[src/rtl/reg_file_pkg.sv]
// Shared types and default sizes for the multi-port register file.
// Optional write-to-read forwarding is selected by REG_FILE_BYPASS_EN.
package reg_file_pkg;

    typedef enum logic {
        ST_INIT = 1'b0,
        ST_RUN  = 1'b1
    } state_t;

    localparam int DEF_WORD_WIDTH    = 32;
    localparam int DEF_ADDRESS_WIDTH = 5;
    localparam int DEF_NUM_RD        = 2;
    localparam int DEF_ZERO_REG      = 1;

endpackage

[src/rtl/reg_file_read_port.sv]
// One registered read port: address mux, x0 masking, optional forwarding, output flop.
// Latency 1 cycle; no backpressure. Forwarding enabled by REG_FILE_BYPASS_EN.
module reg_file_read_port
    import reg_file_pkg::*;
#(
    parameter int WORD_WIDTH    = DEF_WORD_WIDTH,
    parameter int ADDRESS_WIDTH = DEF_ADDRESS_WIDTH,
    parameter int ZERO_REG      = DEF_ZERO_REG
) (
    input  logic                                             clk,
    input  logic                                             rst_n,
    input  logic                                             i_run,
    input  logic [ADDRESS_WIDTH-1:0]                         i_ra,
    input  logic [(2**ADDRESS_WIDTH)-1:0][WORD_WIDTH-1:0]    i_mem,
`ifdef REG_FILE_BYPASS_EN
    input  logic                                             i_wen,
    input  logic [ADDRESS_WIDTH-1:0]                         i_wa,
    input  logic [WORD_WIDTH-1:0]                            i_wd,
`endif
    output logic [WORD_WIDTH-1:0]                            o_rd
);

    logic [WORD_WIDTH-1:0] w_rd;
    logic [WORD_WIDTH-1:0] r_rd;

    always_comb begin
        w_rd = i_mem[i_ra];
`ifdef REG_FILE_BYPASS_EN
        // i_wen already excludes discarded (x0 / clear-collision) writes
        if (i_wen && (i_wa == i_ra)) begin
            w_rd = i_wd;
        end
`endif
        if ((ZERO_REG != 0) && (i_ra == '0)) begin
            w_rd = '0;
        end
        if (!i_run) begin
            w_rd = '0;
        end
    end

    always_ff @(posedge clk or negedge rst_n) begin
        if (!rst_n) begin
            r_rd <= '0;
        end else begin
            r_rd <= w_rd;
        end
    end

    assign o_rd = r_rd;

endmodule

[src/rtl/reg_file_mp.sv]
// Multi-read-port register file with self-zeroing INIT sweep and CLR request.
// Read latency 1 cycle; RDY low while the sweep runs. Forwarding via REG_FILE_BYPASS_EN.
module reg_file_mp
    import reg_file_pkg::*;
#(
    parameter int WORD_WIDTH    = DEF_WORD_WIDTH,
    parameter int ADDRESS_WIDTH = DEF_ADDRESS_WIDTH,
    parameter int NUM_RD        = DEF_NUM_RD,
    parameter int ZERO_REG      = DEF_ZERO_REG
) (
    input  logic                           clk,
    input  logic                           rst_n,
    input  logic [NUM_RD*ADDRESS_WIDTH-1:0] RA,
    input  logic [ADDRESS_WIDTH-1:0]       WA,
    input  logic [WORD_WIDTH-1:0]          WD,
    input  logic                           WEN,
    input  logic                           CLR,
    output logic [NUM_RD*WORD_WIDTH-1:0]   RD,
    output logic                           RDY
);

    localparam int DEPTH = 2**ADDRESS_WIDTH;
    localparam logic [ADDRESS_WIDTH:0] CNT_END = (ADDRESS_WIDTH+1)'(DEPTH);

    state_t                               r_state;
    state_t                               w_state_nxt;
    logic [ADDRESS_WIDTH:0]               r_cnt;
    logic [ADDRESS_WIDTH:0]               w_cnt_nxt;
    logic                                 r_rdy;
    logic                                 w_sweep_we;
    logic                                 w_run;
    logic                                 w_wen;
    logic [DEPTH-1:0][WORD_WIDTH-1:0]     r_mem;

    assign w_run = (r_state == ST_RUN);
    assign w_wen = w_run && WEN && !CLR && !((ZERO_REG != 0) && (WA == '0));

    always_comb begin
        w_state_nxt = r_state;
        w_cnt_nxt   = r_cnt;
        w_sweep_we  = 1'b0;
        case (r_state)
            ST_INIT: begin
                // cnt runs one past the last address so RUN starts the cycle after the final write
                if (r_cnt == CNT_END) begin
                    w_state_nxt = ST_RUN;
                end else begin
                    w_sweep_we = 1'b1;
                    w_cnt_nxt  = r_cnt + 1'b1;
                end
            end
            ST_RUN: begin
                if (CLR) begin
                    w_state_nxt = ST_INIT;
                    w_cnt_nxt   = '0;
                end
            end
            default: begin
                w_state_nxt = ST_INIT;
                w_cnt_nxt   = '0;
            end
        endcase
    end

    always_ff @(posedge clk or negedge rst_n) begin
        if (!rst_n) begin
            r_state <= ST_INIT;
            r_cnt   <= '0;
            r_rdy   <= 1'b0;
        end else begin
            r_state <= w_state_nxt;
            r_cnt   <= w_cnt_nxt;
            r_rdy   <= (w_state_nxt == ST_RUN);
        end
    end

    // Storage has no reset; only the sweep clears it.
    always_ff @(posedge clk) begin
        if (w_sweep_we) begin
            r_mem[r_cnt[ADDRESS_WIDTH-1:0]] <= '0;
        end else if (w_wen) begin
            r_mem[WA] <= WD;
        end
    end

    assign RDY = r_rdy;

    for (genvar g = 0; g < NUM_RD; g++) begin : g_rd
        reg_file_read_port #(
            .WORD_WIDTH    (WORD_WIDTH),
            .ADDRESS_WIDTH (ADDRESS_WIDTH),
            .ZERO_REG      (ZERO_REG)
        ) u_rd (
            .clk   (clk),
            .rst_n (rst_n),
            .i_run (w_run),
            .i_ra  (RA[g*ADDRESS_WIDTH +: ADDRESS_WIDTH]),
            .i_mem (r_mem),
`ifdef REG_FILE_BYPASS_EN
            .i_wen (w_wen),
            .i_wa  (WA),
            .i_wd  (WD),
`endif
            .o_rd  (RD[g*WORD_WIDTH +: WORD_WIDTH])
        );
    end

endmodule
[config.mk]
export PLATFORM = sky130hd
export DESIGN_NAME = reg_file_mp
export DESIGN_NICKNAME = d
export VERILOG_FILES = /design/src/rtl/reg_file_pkg.sv /design/src/rtl/reg_file_read_port.sv /design/src/rtl/reg_file_mp.sv
export SDC_FILE = /design/constraint.sdc
export NUM_CORES = 2
export LEC_CHECK = 0
export CAP_MARGIN = 30
export CORE_MARGIN = 5
export CORE_UTILIZATION = 26
export DETAILED_ROUTE_END_ITERATION = 16
export SYNTH_ARGS = -nofsm -noshare
export SYNTH_HDL_FRONTEND = slang
export SYNTH_HIERARCHICAL = 1
export SYNTH_SLANG_ARGS = --single-unit
[constraint.sdc]
create_clock -name clk -period 4.6 [get_ports clk]
set_input_delay 0.46 -clock clk [delete_from_list [all_inputs] [get_ports clk]]
set_output_delay 0.46 -clock clk [all_outputs]
set_load 0.02 [all_outputs]
== Word level (Yosys, flattened, before mapping) ==
Index checks and enable logic that the tools add are counted.

* Reductions and logical operators: 12
* Equal/unequal tests: 3
* Multiplexer cells: 23
* Shift operators: 0
* Div/mod/pow operators: 0
* Add/sub/neg operators: 1
* Multiply operators: 0
* $lt $le $gt $ge: 6
* Bitwise logic cells: 3

{| class="wikitable"
|+ Operators by type and width
! kind !! count
|-
| two-way mux 1024 bit || 2
|-
| bitwise AND 1024 bit || 1
|-
| bitwise mux 1024 bit || 1
|-
| NOT 1024 bit || 1
|-
| binary-select mux 32 bit (select 5 bit) || 2
|-
| demux 32 bit (select 5 bit) || 2
|-
| two-way mux 32 bit || 8
|-
| less-than comparator 5 x 6 -> 1 bit (second input constant) || 4
|-
| zero test 5 bit || 3
|-
| two-way mux 6 bit || 2
|-
| one-hot mux 6 bit (2 select lines) || 1
|-
| greater-or-equal comparator 5 x 1 -> 1 bit (second input constant) || 2
|-
| adder 6 x 1 -> 6 bit (second input constant) || 1
|-
| equality test 6 bit (second input constant) || 1
|-
| logical AND 1 bit || 5
|-
| two-way mux 1 bit || 4
|-
| inequality test 2 bit (second input constant) || 2
|-
| zero test 1 bit || 2
|-
| one-hot mux 1 bit (2 select lines) || 1
|-
| AND reduction 2 bit || 1
|-
| nonzero test 2 bit || 1
|-
| NOT 1 bit || 1
|}

* Output and inout port bits: 65
* ROM bits: 0
* Bits in writable memories: 0
* Bits in registers: 1095
* Memories kept: 0
* Bits of input ports: 51
* Bits in latches: 0

== Depth between registers and ports, before layout ==
* Depth after elaboration: 7
* Depth in mapped cells: 9

== Cells and area by module ==
The synthesis kept the hierarchy.

{| class="wikitable"
|+ By module, submodules not included
! module !! area each (µm²) !! instances !! seq. area each (µm²) !! cells each
|-
| reg_file_mp || 53774.1 || 1 || 30924.7 || 4791
|-
| reg_file_read_port || 9046.2 || 2 || 800.8 || 900
|}

== Worst setup path before layout ==
No wires, ideal clock.

* Path kind: input -> register
* Start: input WA[4]
* End: register r_mem[320] (netlist name) (enable)
* Arrival time: 3.982 ns
* Stages on the path: 6
* Data required time: 4.134 ns
* Setup slack: 0.153 ns
* Path through: clkbuf_1 nor3b_1 clkbuf_1 buf_1 nand2_1 o21ai_0

* Cells in the longest elaborated chain, start to end: 4

{| class="wikitable"
|+ Ends and longest elaborated chain
! item !! line !! source
|-
| start, declared || reg_file_mp.sv:14 || <nowiki>input logic [ADDRESS_WIDTH-1:0] WA,</nowiki>
|-
| zero test 5 bit || reg_file_mp.sv:36 || <nowiki>assign w_wen = w_run && WEN && !CLR && !((ZERO_REG != 0) && (WA == '0));</nowiki>
|-
| zero test 1 bit || reg_file_mp.sv:36 ||
|-
| logical AND 1 bit || reg_file_mp.sv:36 ||
|-
| nonzero test 2 bit (no line) || n/a ||
|-
| end signal, assigned by index || reg_file_mp.sv:80 || <nowiki>r_mem[r_cnt[ADDRESS_WIDTH-1:0]] <= '0;</nowiki>
|-
| end signal, assigned by index || reg_file_mp.sv:82 || <nowiki>r_mem[WA] <= WD;</nowiki>
|-
| end, declared || reg_file_mp.sv:33 || <nowiki>logic [DEPTH-1:0][WORD_WIDTH-1:0] r_mem;</nowiki>
|}

No other way between the ends.
A chain may end at the register's enable or synchronous reset.

== Final worst setup path ==
* Start: register r_cnt[4]
* End: register r_mem[171] (netlist name) (data pin)

* Cells in the longest elaborated chain, start to end: 7
* Elaborated cells between the ends (all ways): 11
* Classes of those cells: order compare: 2; eq/ne: 1; mux: 5; bitwise: 2; reduce/logical: 1

{| class="wikitable"
|+ Ends and longest elaborated chain
! item !! line !! source
|-
| start, declared || reg_file_mp.sv:27 || <nowiki>logic [ADDRESS_WIDTH:0] r_cnt;</nowiki>
|-
| start signal, assigned || reg_file_mp.sv:72 || <nowiki>r_cnt <= w_cnt_nxt;</nowiki>
|-
| less-than comparator 5 x 6 -> 1 bit (not written as such) / greater-or-equal comparator 5 x 1 -> 1 bit (equally long branches) || reg_file_mp.sv:80 ||
|-
| logical AND 1 bit (not written as such) || reg_file_mp.sv:80 ||
|-
| two-way mux 32 bit (not written as such) || reg_file_mp.sv:80 ||
|-
| demux 32 bit (select 5 bit) || reg_file_mp.sv:80 ||
|-
| NOT 1024 bit (no line) || n/a ||
|-
| bitwise AND 1024 bit (no line) || n/a ||
|-
| two-way mux 1024 bit * || reg_file_mp.sv:79 || <nowiki>if (w_sweep_we) begin</nowiki>
|}

Every way passes the cells marked *; elsewhere a longest branch is shown, timed or not.

==> flow_summary.toml <==
[run_status]
status = "finished, violations left"
violations = "max-slew violations"

[worst_setup_path]
required_ns = 5.07
cp_slowest_cell = "dfrtp_2"
worst_setup_path_start_kind = "flop"
critical_path_class = "flop to flop"
r2r-end = "r_mem[171]"
crit_fanout = 87
crit_top_cell = "buf_12"
worst-path-stages = 5
worstSetupEndpoint = "r_mem[171]"
crit_start = "r_cnt[4]"
rrSetupSlack_ns = 1.48
crit_buf_inv = 2
crit_family = "buffers and inverters"
crit_chain = "nor4b_4 > a21o_4 > buf_12 > buf_12 > mux2i_1"
critPathCaptureType = "flop"
arrival_ns = 3.59
r2r_start = "r_cnt[4]"
max_stage_delay_ns = 0.73
reg2regPathDepth = 5

[detailed_routing]
first_pass_iters = 8
wirelength_um = 274000
top_layer = "met5"
post_drt_via_cell_ratio = 5.74
routedWlPerCell_um = 27.9
met1_length_um = 106000
vias = 56500
ant_nets = 0
routed-wl-met3_um = 26400
drc = 0
first_iter_violations = 8418
routed-wl-met2_um = 125000

[timing]
clock_skew_ns = 0.0346
relSlewSlack_pct = -0.922
min_period_over_period_pct = 67.9
worst_pin_slew_ns = 1.51
finalHoldViolCount = 0
whs_ns = 0.186
fin_ws_ns = 1.48
slew_violations = 24
post-route-min-period_ns = 3.12
finalSetupTns_ns = 0
setup_violations = 0
rsz0062_at_grt = "no"
fmax_mhz = 320

[clock_tree]
cts_buffer_depth = 3
cts.sinks = 1063
numCtsBuffers = 112
insertion_delay_ns = 0.76
post_cts_resized = 0
htreeDepth = 3
cts_tree = "done"
cts_root_buf = "clkbuf_16"
path_clk_slew_ns = 0.06

[run]
maxCapViolations = 0

[power_and_ir_drop]
powerDensity_nw_per_um2 = 606
leakagePower_nw = 27.3
combPwrFrac_pct = 36.3
p_int_mw = 29.8
ir_drop_uv = 325
p_seq_share_pct = 42.9
clkPwrFrac_pct = 20.8
switchingPower_mw = 18.0
p_sw_share_pct = 37.7
total_power_mw = 47.8

[final_layout]
most-common-layout-cells = "mux2i_1 (1,568), nand2_1 (1,154), nand3_1 (995)"
fill_cells = 27400
fin_nets = 6226
stdcell_area_um2 = 79000
postLayoutCoreUtil_pct = 29.2
area_growth_pct = 12.3
drive_gt1_share_pct = 12.3
final_cell_count_no_fill = 9848
final_common_cell = "mux2i_1"

[die]
fp.dieW_um = 530
io_pins = 116
num_rows = 191
initial_core_util_pct = 26.0
die_area_um2 = 281000
die_y_um = 530
coreArea_um2 = 270000

[yosys]
synth.avg_cell_area_um2 = 10.8
synthCells = 6483
yosysWarningCount = 6
syn_nets = 6538
synth_area_um2 = 70300

[global_routing]
antenna_found_initial = 16
grt_pass1_wl_um = 395000
overflow = 0
grt_max_degree = 141
grt_pass1_vias = 54300
track_usage_pct = 18.5

[place]
placed_area_um2 = 75100
hpwl_um = 179000
gp_congestion = 0.958
place_worst_setup_slack_ns = 0.783
place_inst = 9626
portBuffers = 115

[hold_path]
holdCritPathClass = "input port to asynchronous set/reset pin"
cell type report:
| type | count | area (µm²) | share of cell area [%] |
|---|---|---|---|
| diodes | 10 | 25.0 | 0.0317 |
| repair buffers | 371 | 3800 | 4.81 |
| multi-input cells | 4620 | 35200 | 44.6 |
| inverters | 3 | 11.3 | 0.0143 |
| flip-flops and latches | 1063 | 31600 | 40.0 |
| well taps | 3570 | 4470 | 5.66 |
| clock inverters | 74 | 867 | 1.10 |
| clock buffers | 137 | 3010 | 3.81 |
metal layers:
layer | global-route usage (%) | vias up
met5 | 0 | -
met4 | 10.6 | 10
li1 | - | 23700
met1 | 24.1 | 28700
met3 | 3.28 | 594
met2 | 29.1 | 3481
worst min-delay path, cell delays in order:
cell and delay [ns]:
dlygate4sd3_1 0.52, buf_4 0.11, buf_12 0.27
flip-flops by register name (all words and copies together), names as in the netlist:
register        count
r_cnt               6
RDY                 1
g_rd.u_rd/o_rd     64
r_mem             992
how the worst min path moves through the flow:
stage | from | end | slack, ns | cells after the start
after floorplan | rst_n | RDY | 0.16 | 0
after global placement | rst_n | g_rd[1].u_rd/o_rd[4] | 0.49 | 2
after detailed placement | rst_n | g_rd[1].u_rd/o_rd[4] | 0.48 | 2
after CTS | WD[9] | r_mem[265] | 0.20 | 3
after global routing | WD[9] | r_mem[265] | 0.25 | 3
final | rst_n | g_rd[1].u_rd/o_rd[4] | 0.19 | 3
timing repair:
action	in CTS	in global routing
hold buffers	1	0
buffers inserted	0	0
endpoints found under the hold margin	71	0
power by group through the flow:
stage	clock (mW)	sequential [mW]	combinational [mW]
final	9.95	20.5	17.3
after global routing	10.4	20.9	18.4
after CTS	10.0	20.4	17.2
after detailed placement	0	20.5	17.2
after global placement	0	20.2	16.6
after floorplan	0	19.5	12.3
Note: power is estimated with default switching activity, not from simulation.
